### src/rtl/lfsr_word_arbiter.sv
// Fibonacci LFSR word source: packs LFSR output bits MSB-first into words and
// hands each completed word to one requester under round-robin arbitration.
module lfsr_word_arbiter #(
    parameter int unsigned              NUM_BITS  = 10,
    parameter logic [NUM_BITS-1:0]      TAPS      = 10'h240,
    parameter logic [NUM_BITS-1:0]      SEED      = 10'd1,
    parameter int unsigned              WORD_BITS = 16,
    parameter int unsigned              NUM_REQ   = 2
) (
    input  logic                 clk_i,
    input  logic                 rst_i,
    input  logic                 reseed_i,
    input  logic [NUM_BITS-1:0]  seed_in_i,
    input  logic [NUM_REQ-1:0]   req_i,
    output logic [NUM_REQ-1:0]   gnt_o,
    output logic [WORD_BITS-1:0] word_out_o,
    output logic                 word_valid_o,
    output logic                 busy_o
);

    localparam int unsigned PTR_W = (NUM_REQ > 1) ? $clog2(NUM_REQ) : 1;
    localparam int unsigned CNT_W = $clog2(WORD_BITS);
    localparam logic [CNT_W-1:0] LAST_CNT = CNT_W'(WORD_BITS - 1);
    localparam logic [PTR_W-1:0] PTR_RST  = PTR_W'(NUM_REQ - 1);

    typedef enum logic {
        FILL  = 1'b0,
        READY = 1'b1
    } state_e;

    state_e               state_q;
    logic [NUM_BITS-1:0]  sr_q;
    logic [NUM_BITS-1:0]  sr_d;
    logic [WORD_BITS-1:0] acc_q;
    logic [WORD_BITS-1:0] acc_d;
    logic [CNT_W-1:0]     bit_cnt_q;
    logic [PTR_W-1:0]     rr_ptr_q;
    logic [WORD_BITS-1:0] word_q;
    logic                 valid_q;
    logic                 busy_q;

    logic                 found_c;
    logic [PTR_W-1:0]     winner_c;
    logic [NUM_REQ-1:0]   gnt_c;

    // One LFSR step and the accumulator with the outgoing MSB appended
    always_comb begin
        sr_d  = {sr_q[NUM_BITS-2:0], ^(sr_q & TAPS)};
        acc_d = {acc_q[WORD_BITS-2:0], sr_q[NUM_BITS-1]};
    end

    // Round-robin search starting just after the last winner
    always_comb begin
        int idx;
        idx      = 0;
        found_c  = 1'b0;
        winner_c = rr_ptr_q;
        for (int i = 1; i <= int'(NUM_REQ); i++) begin
            idx = (int'(rr_ptr_q) + i) % int'(NUM_REQ);
            if (!found_c && req_i[PTR_W'(idx)]) begin
                found_c  = 1'b1;
                winner_c = PTR_W'(idx);
            end
        end
        gnt_c = '0;
        if (found_c && (state_q == READY) && !reseed_i) begin
            gnt_c = NUM_REQ'(1) << winner_c;
        end
    end

    always_ff @(posedge clk_i or posedge rst_i) begin
        if (rst_i) begin
            state_q   <= FILL;
            sr_q      <= SEED;
            acc_q     <= '0;
            bit_cnt_q <= '0;
            rr_ptr_q  <= PTR_RST;
            word_q    <= '0;
            valid_q   <= 1'b0;
            busy_q    <= 1'b1;
        end else if (reseed_i) begin
            // An all-zero seed would lock the LFSR, so fall back to SEED
            state_q   <= FILL;
            sr_q      <= (seed_in_i == '0) ? SEED : seed_in_i;
            acc_q     <= '0;
            bit_cnt_q <= '0;
            valid_q   <= 1'b0;
            busy_q    <= 1'b1;
        end else begin
            case (state_q)
                FILL: begin
                    sr_q  <= sr_d;
                    acc_q <= acc_d;
                    if (bit_cnt_q == LAST_CNT) begin
                        state_q   <= READY;
                        word_q    <= acc_d;
                        bit_cnt_q <= '0;
                        valid_q   <= 1'b1;
                        busy_q    <= 1'b0;
                    end else begin
                        bit_cnt_q <= bit_cnt_q + CNT_W'(1);
                    end
                end
                READY: begin
                    if (found_c) begin
                        state_q   <= FILL;
                        rr_ptr_q  <= winner_c;
                        bit_cnt_q <= '0;
                        valid_q   <= 1'b0;
                        busy_q    <= 1'b1;
                    end
                end
                default: state_q <= FILL;
            endcase
        end
    end

    assign gnt_o        = gnt_c;
    assign word_out_o   = word_q;
    assign word_valid_o = valid_q;
    assign busy_o       = busy_q;

endmodule

### config.mk
export PLATFORM = sky130hd
export DESIGN_NAME = lfsr_word_arbiter
export DESIGN_NICKNAME = d
export VERILOG_FILES = /design/src/rtl/lfsr_word_arbiter.sv
export SDC_FILE = /design/constraint.sdc
export NUM_CORES = 1
export LEC_CHECK = 0
export CAP_MARGIN = 30
export CORE_MARGIN = 8
export CORE_UTILIZATION = 50
export DETAILED_ROUTE_END_ITERATION = 8
export PLACE_DENSITY_LB_ADDON = 0.2
export REMOVE_ABC_BUFFERS = 1
export SLEW_MARGIN = 25
export SYNTH_ARGS = -nofsm -noshare
export SYNTH_HDL_FRONTEND = slang
export SYNTH_SLANG_ARGS = --single-unit
### constraint.sdc
create_clock -name clk_i -period 3.8 [get_ports clk_i]
set_clock_uncertainty 0.15 [all_clocks]
set_input_delay 0.76 -clock clk_i [delete_from_list [all_inputs] [get_ports clk_i]]
set_output_delay 0.76 -clock clk_i [all_outputs]
set_load 0.01 [all_outputs]
== Yosys cells after proc, flatten, opt, wreduce, memory -nomap -nowiden ==
Cells that the tools add are included.
Widths: inputs -> output; s select.

* Output and inout port bits: 20
* Word-level logic and storage cells: 60
* Input port bits: 15
* Register bits: 49

* Multiplexer cells: 30
* Reduce and logical (&&, ||, !) cells: 10
* Magnitude comparators: 2
* Shift operators: 1
* Eq/ne operators: 4
* $add $sub $neg: 3
* Bitwise operators: 2

{| class="wikitable"
|+ Operator list
! cell !! count
|-
| $mux 10 || 3
|-
| $mux 15 || 2
|-
| $mux 1 || 17
|-
| $mux 4 || 3
|-
| $logic_not 10->1 || 1
|-
| $reduce_xor 10->1 || 1
|-
| $pmux 4 s2 || 1
|-
| $lt 1x3->1 const B || 2
|-
| $pmux 1 s2 || 3
|-
| $reduce_and 3->1 || 2
|-
| $add 4x1->4 const B || 1
|-
| $eq 4x4->1 const B || 1
|-
| $logic_and 1x1->1 || 3
|-
| $ne 3x2->1 const B || 1
|-
| $ne 3x3->1 const B || 1
|-
| $add 1x1->1 const B || 2
|-
| $logic_not 1->1 || 2
|-
| $mux 2 || 1
|-
| $ne 2x2->1 const B || 1
|-
| $not 1->1 || 2
|-
| $reduce_and 2->1 || 1
|-
| $shl 1x1->2 const A || 1
|}

== Depth between registers and ports, before layout ==
Gate-level depths: netlist of run 1.

* Depth in word-level cells: 11
* Depth in mapped cells: 5
* Gate-level depth less buffers: 4

== Worst setup path after synthesis of run 1 ==
No wires, ideal clock.

* Path type: input port to output port
* From: input port reseed_i
* To: output port gnt_o[0]
* Buffers on the path: 0
* Cell stages on the path: 2
* Required time: 2890 ps
* Setup slack: 1756 ps
* Arrival: 1134 ps
* Path through: nand3b_1 -> nor2_1

* Longest elaborated chain between the ends: 3

{| class="wikitable"
|+ RTL lines
! element !! RTL line !! RTL
|-
| start, declared || 12 || <nowiki>input logic reseed_i,</nowiki>
|-
| $logic_not 1->1 || 66 || <nowiki>if (found_c && (state_q == READY) && !reseed_i) begin</nowiki>
|-
| $logic_and 1x1->1 || 66 ||
|-
| $mux 2 || 66 ||
|-
| end, declared || 15 || <nowiki>output logic [NUM_REQ-1:0] gnt_o,</nowiki>
|}

Every way passes these cells.

== Final worst setup path of run 1 ==
Same ends and word-level chain as after synthesis.

==> impl_metrics.tcl, run 1 <==
set metrics [dict create \
    post-route-min-period_ns 3.08 \
    ioPinCount 35 \
    switching_share_pct 23.6 \
    ctsResizeCount 0 \
    drv_cap 0 \
    slew_headroom_pct 64.0 \
    yosys_warnings 0 \
    fmaxAchievable_mhz 325 \
    ir_worst_vdd_mv 0.288 \
    start_util_pct 52.4 \
    drt_wl_total_mm 3.86 \
    grt_overflow 0 \
    yosysSeqAreaShare_pct 57.9 \
    synthToLayoutAreaGrowth_pct 21.3 \
    clk_pin_slew_ns 0.09 \
    ys_ff_latch 49 \
    cts-root-buf "clkbuf_8" \
    tns_ns 0 \
    synth_cells 172 \
    cts_max_level 2 \
    synth_common_cells "46 x dfrtp_1, 26 x mux2i_1, 21 x nor2_1, 12 x nand2_1, 11 x o21ai_0" \
    gp_congestion 0.742 \
    synth_top_area_share_pct 54.1 \
    yosys.area_share.simple_pct 10.0 \
    path_cells "clkdlybuf4s50_1, nand3b_1, nor2_1, clkdlybuf4s50_1" \
    crit_path_frequent_cell "clkdlybuf4s50_1" \
    grt_max_degree 42 \
    sequentialPowerShare_pct 60.3 \
    nNetsFinal 222 \
    async_reset_ff_share_pct 100 \
    crit_arrival_ns 2.17 \
    synth_compound_area_share_pct 5.53 \
    drive_gt1_share_pct 16.9 \
    core-area_um2 4060 \
    synth_top_family_by_area "multiplexers" \
    max_stage_delay_ns 0.54 \
    final-setup-viol-count 0 \
    antenna_left 0 \
    p_int_w 0.000695 \
    clock_sinks 49 \
    rows 23 \
    power.density_nw_per_um2 353 \
    synth_edf_count 0 \
    wl_met3_um 162 \
    ys.flop_type "dfrtp_1" \
    place_hpwl_mm 2.68 \
    finalMaxSlewViolations 0 \
    synth.area.top_cells "dfrtp_1 54%, mux2i_1 12%, mux2_4 4.9%, mux2_2 4.8%, dfstp_2 3.7%" \
    synthMuxAreaShare_pct 22.0 \
    cp_data_required_time_ns 2.89 \
    grt_use_total_pct 12.8 \
    dr_total_vias 1385 \
    post_cts_buffers 0 \
    hold_path.class "register to register" \
    dieArea_um2 6590 \
    p_leak_nw 1.14 \
    status "complete, no violations" \
    dr.max_layer_used "met4" \
    path_max_fanout 3 \
    routedWlPerCell_um 15.0 \
    dr.pass1.iters 4 \
    hold_violations 0 \
    switching_power_w 0.000214 \
    clockBufferDepth 2 \
    netlist_area_um2 2130 \
    synth_xor_area_share_pct 0.824 \
    crit_path_end_kind "primary output" \
    clkPwrFrac_pct 33.1 \
    rsz0062_at_grt "no" \
    n_antenna_cell 0 \
    tightest_slew_ns 0.539 \
    die_y_um 81.2 \
    start_kind "input pin" \
    final_cells 257 \
    grt_pass1_vias 1414 \
    synth_top_cell_by_area "dfrtp_1" \
    synth_fa_ha_area_share_pct 0.589 \
    met2_length_mm 1.91 \
    antenna_found_initial 0 \
    grt_pass1_wl_mm 6.63 \
    hold_buffers 0 \
    viasPerCell 5.39 \
    port_buffers 33 \
    comb_power_share_pct 6.6 \
    timing.hold.ws_ns 0.327 \
    drc 0 \
    clk_latency_ns 0.30 \
    cts_tree "yes" \
    crit_slowest_cell "clkdlybuf4s50_1" \
    yosysMostFrequentCell "dfrtp_1" \
    wl_met1_mm 1.75 \
    drt_iter0_markers 48 \
    avgSynthCellArea_um2 12.4 \
    path_class "input pin to primary output" \
    cts_made_buffers 5 \
    fin_crit_sh_pct 81.0 \
    ys_types 29 \
    die_w_um 81.2 \
    dp_cells 249 \
]
[state kept, by name, indices dropped and copies added (netlist names)]
signal,count
busy_o,1
state_q,1
word_valid_o,1
acc_q,15
bit_cnt_q,4
sr_q,10
rr_ptr_q,1
word_out_o,16
[logic make-up after synthesis]
group                    Yosys count
flip-flops                        49
AND/OR/NAND/NOR                   44
multiplexers                      42
AO/OA/AOI/OAI                     21
buffers and inverters             13
XOR/XNOR                           2
adder cells (fa/ha/maj)            1
[area by class of cell]
| cell class | instances | area (um2) |
|---|---|---|
| clock buffers | 5 | 68.8 |
| well taps | 50 | 62.6 |
| multi-input cells | 110 | 827 |
| repair buffers | 36 | 353 |
| fillers | 310 | 1480 |
| flip-flops and latches | 49 | 1230 |
| clock inverters | 3 | 21.3 |
| inverters | 4 | 15.0 |
[critical path, delay by kind of cell]
kind,cells,cell delay (ns)
buffers and inverters,2,1.02
and+or+nand+nor,2,0.38
[stage by stage]
stage | utilization [%] | area, um2 | total power (W) | setup slack, ns
CTS | 63.6 | 2580 | 0.000926 | 0.700
detailed placement | 61.3 | 2490 | 0.000620 | 0.700
global placement | 61.3 | 2490 | 0.000617 | 0.736
global route | 63.6 | 2580 | 0.000956 | 0.615
finish | 63.6 | 2580 | 0.000909 | 0.722
floorplan | - | 2070 | 0.000586 | 1.16
[path summary, 6_finish.rpt]
| check | start | end | slack [ns] | cells past startpoint |
|---|---|---|---|---|
| worst max register to register | state_q$_DFF_PP0_ | word_out_o[2]$_DFFE_PP0P_ | 1.89 | 4 |
| max in group asynchronous | rst_i | word_out_o[8]$_DFFE_PP0P_ | 2.13 | 3 |
| worst min-delay path | busy_o$_DFFE_PP1P_ | busy_o$_DFFE_PP1P_ | 0.33 | 2 |
| min in group asynchronous | rst_i | word_out_o[11]$_DFFE_PP0P_ | 0.67 | 2 |
| worst max-delay path | reseed_i | gnt_o[0] | 0.72 | 4 |
| worst min register to register | busy_o$_DFFE_PP1P_ | busy_o$_DFFE_PP1P_ | 0.33 | 2 |
[cell usage in the layout (no fill, tap or decap), types with 2 or more instances in the layout]
cell type,netlist,layout
inv_1,4,3
nand3b_1,2,2
nand2b_1,2,2
nand2_1,12,12
dfstp_2,3,3
clkdlybuf4s50_1,0,33
clkbuf_8,0,5
a21oi_1,5,5
mux2_2,9,9
mux2_4,7,7
buf_4,0,3
nor2_1,21,21
a211oi_1,2,2
o21ai_0,11,11
mux2i_1,26,26
dfrtp_1,46,45
[power by group through the flow]
stage / sequential [W] / clock, W / combinational, W
6_report: 0.000548 / 0.000301 / 0.0000604
5_1_grt: 0.000551 / 0.000337 / 0.0000686
4_1_cts: 0.000548 / 0.000316 / 0.0000620
3_5_place_dp: 0.000558 / 0 / 0.0000616
3_3_place_gp: 0.000557 / 0 / 0.0000594
2_1_floorplan: 0.000555 / 0 / 0.0000310
[layer usage]
metal,vias up,global-route usage [%]
li1,658,-
met1,699,15.6
met2,26,20.6
met3,2,4.19
met4,0,4.82
met5,-,0
No activity file was read; power rests on OpenSTA's default activity.
==> run 2, diff against run 1 <==
Settings changed: CORE_UTILIZATION 50 to 47.
Clock period 3.8 ns to 2.7 ns, I/O delays scaled along.
==> run 2 against run 1 <==
Against the previous run: register-to-register slack got worse by 1.1 ns; design area is 0.24% higher; clock-buffer cell count up 3; sequential share of layout area is 0.16 points lower; hold slack better by 0.0033 ns; total power up 39%; highest routed layer unchanged; core utilization shrank 4.2 points; flip-flop and latch count unchanged; die area grew 5.1%; combinational power up 43%; wire length decreased by 0.13%.
==> impl_metrics.tcl, run 2 (same netlist as run 1, synthesis figures left out) <==
set metrics [dict create \
    switching_power_w 0.000285 \
    ioPinCount 35 \
    dr_total_vias 1371 \
    crit_path_end_kind "primary output" \
    final_common_cell "dfrtp_1" \
    port_buffers 33 \
    max_stage_delay_ns 0.55 \
    ctsResizeCount 0 \
    grt_pass1_wl_mm 6.65 \
    crit_arrival_ns 1.93 \
    post_cts_buffers 0 \
    layout_common_cells "46 x dfrtp_1, 33 x clkdlybuf4s50_1, 26 x mux2i_1, 21 x nor2_1, 12 x nand2_1" \
    hold_start "busy_o$_DFFE_PP1P_" \
    clk_latency_ns 0.29 \
    ir_worst_vdd_mv 0.281 \
    clockBufferDepth 2 \
    core-area_um2 4350 \
    synthToLayoutAreaGrowth_pct 21.6 \
    crit_path_frequent_cell "clkdlybuf4s50_1" \
    grt_pass1_vias 1420 \
    wl_met3_um 182 \
    nNetsFinal 224 \
    reg2reg_slack_ns 0.79 \
    routedWlPerCell_um 14.8 \
    drt_iter0_markers 46 \
    status "complete, no violations" \
    antenna_found_initial 0 \
    grt_use_total_pct 11.5 \
    fin_area_um2 2580 \
    viasPerCell 5.25 \
    antenna_left 0 \
    cts_tree "yes" \
    start_kind "input pin" \
    clock_sinks 49 \
    tns_ns 0 \
    grt_overflow 0 \
    dr.max_layer_used "met4" \
    dr.pass1.iters 4 \
    cp_top_family "buffers and inverters" \
    cts_made_buffers 5 \
    rr_startpoint "state_q$_DFF_PP0_" \
    fill_cells 354 \
    largest_register_ffs 16 \
    path_class "input pin to primary output" \
    finalMaxSlewViolations 0 \
    hold_violations 0 \
    cp_data_required_time_ns 2.01 \
    drt_wl_total_mm 3.85 \
    rsz0062_at_grt "no" \
    n_antenna_cell 0 \
    grt_max_degree 42 \
    final-setup-viol-count 0 \
    dpl_cell_area_um2 2500 \
    drc 0 \
    die_w_um 83.3 \
    gp_congestion 0.724 \
    rows 24 \
    cts_max_level 2 \
    cts-root-buf "clkbuf_8" \
    slew_headroom_pct 65.0 \
    power.density_nw_per_um2 489 \
    path_max_fanout 3 \
    clk_pin_slew_ns 0.08 \
    p_leak_nw 1.15 \
    drive_gt1_share_pct 15.8 \
    hold_buffers 0 \
    path_cells "clkdlybuf4s50_1, nand3b_1, nor2_1, clkdlybuf4s50_1" \
    post-route-min-period_ns 2.62 \
    switching_share_pct 22.5 \
    comb_power_share_pct 6.8 \
    fin_crit_sh_pct 97.1 \
    critPathLaunch "reseed_i" \
    critPathBufInv 2 \
    drv_cap 0 \
    sequentialPowerShare_pct 61.0 \
    tightest_slew_ns 0.525 \
    wl_met1_mm 1.67 \
    clkPwrFrac_pct 32.2 \
    crit_slowest_cell "clkdlybuf4s50_1" \
    fmaxAchievable_mhz 382 \
    p_int_w 0.000981 \
    met2_length_mm 1.95 \
    die_y_um 83.3 \
    dieArea_um2 6930 \
    start_util_pct 48.8 \
    hold_path.class "register to register" \
]
[run 2: area by class of cell]
cell class	count	area, um2	area share, %
flip-flops and latches	49	1230	47.6
repair buffers	38	368	14.2
clock buffers	8	80.1	3.10
multi-input cells	110	827	32.0
inverters	4	15.0	0.581
well taps	52	65.1	2.52
[run 2: path summary, 6_finish.rpt]
kind | end | depth (start not counted)
max in group asynchronous | sr_q[0]$_DFFE_PP1P_ | 3
min in group asynchronous | bit_cnt_q[0]$_DFFE_PP0P_ | 2
worst max-delay path | gnt_o[1] | 4
worst min register to register | busy_o$_DFFE_PP1P_ | 2
worst max register to register | word_out_o[3]$_DFFE_PP0P_ | 4
worst min-delay path | busy_o$_DFFE_PP1P_ | 2
[run 2: power groups by stage]
stage / registers, W / clock network, W / logic [W]
final: 0.000772 / 0.000407 / 0.0000866
after global routing: 0.000775 / 0.000467 / 0.0000989
after CTS: 0.000772 / 0.000427 / 0.0000888
after detailed placement: 0.000786 / 0 / 0.0000887
after global placement: 0.000785 / 0 / 0.0000850
after floorplan: 0.000781 / 0 / 0.0000436
[run 2: worst reg2reg max path, stage by stage (launching register included)]
cell,delay (ns)
dfrtp_1,0.39
buf_4,0.30
nor2_4,0.18
nand4_4,0.36
mux2_4,0.42
[run 2: metrics by stage]
stage	total power [W]	hold slack (ns)	instances	utilization [%]	setup WS [ns]
global placement	0.000870	0.310	253	57.5	0.0804
CTS	0.00129	0.338	261	59.4	0.0622
global route	0.00134	0.349	261	59.4	0.0112
finish	0.00127	0.331	261	59.4	0.0789
detailed placement	0.000875	0.324	253	57.5	0.0626
floorplan	0.000825	0.328	163	-	0.275
[run 2: routing by layer]
metal	up-vias	global-route usage (%)
li1	660	-
met1	677	13.1
met2	28	19.0
met3	6	4.49
met4	0	4.47
met5	-	0
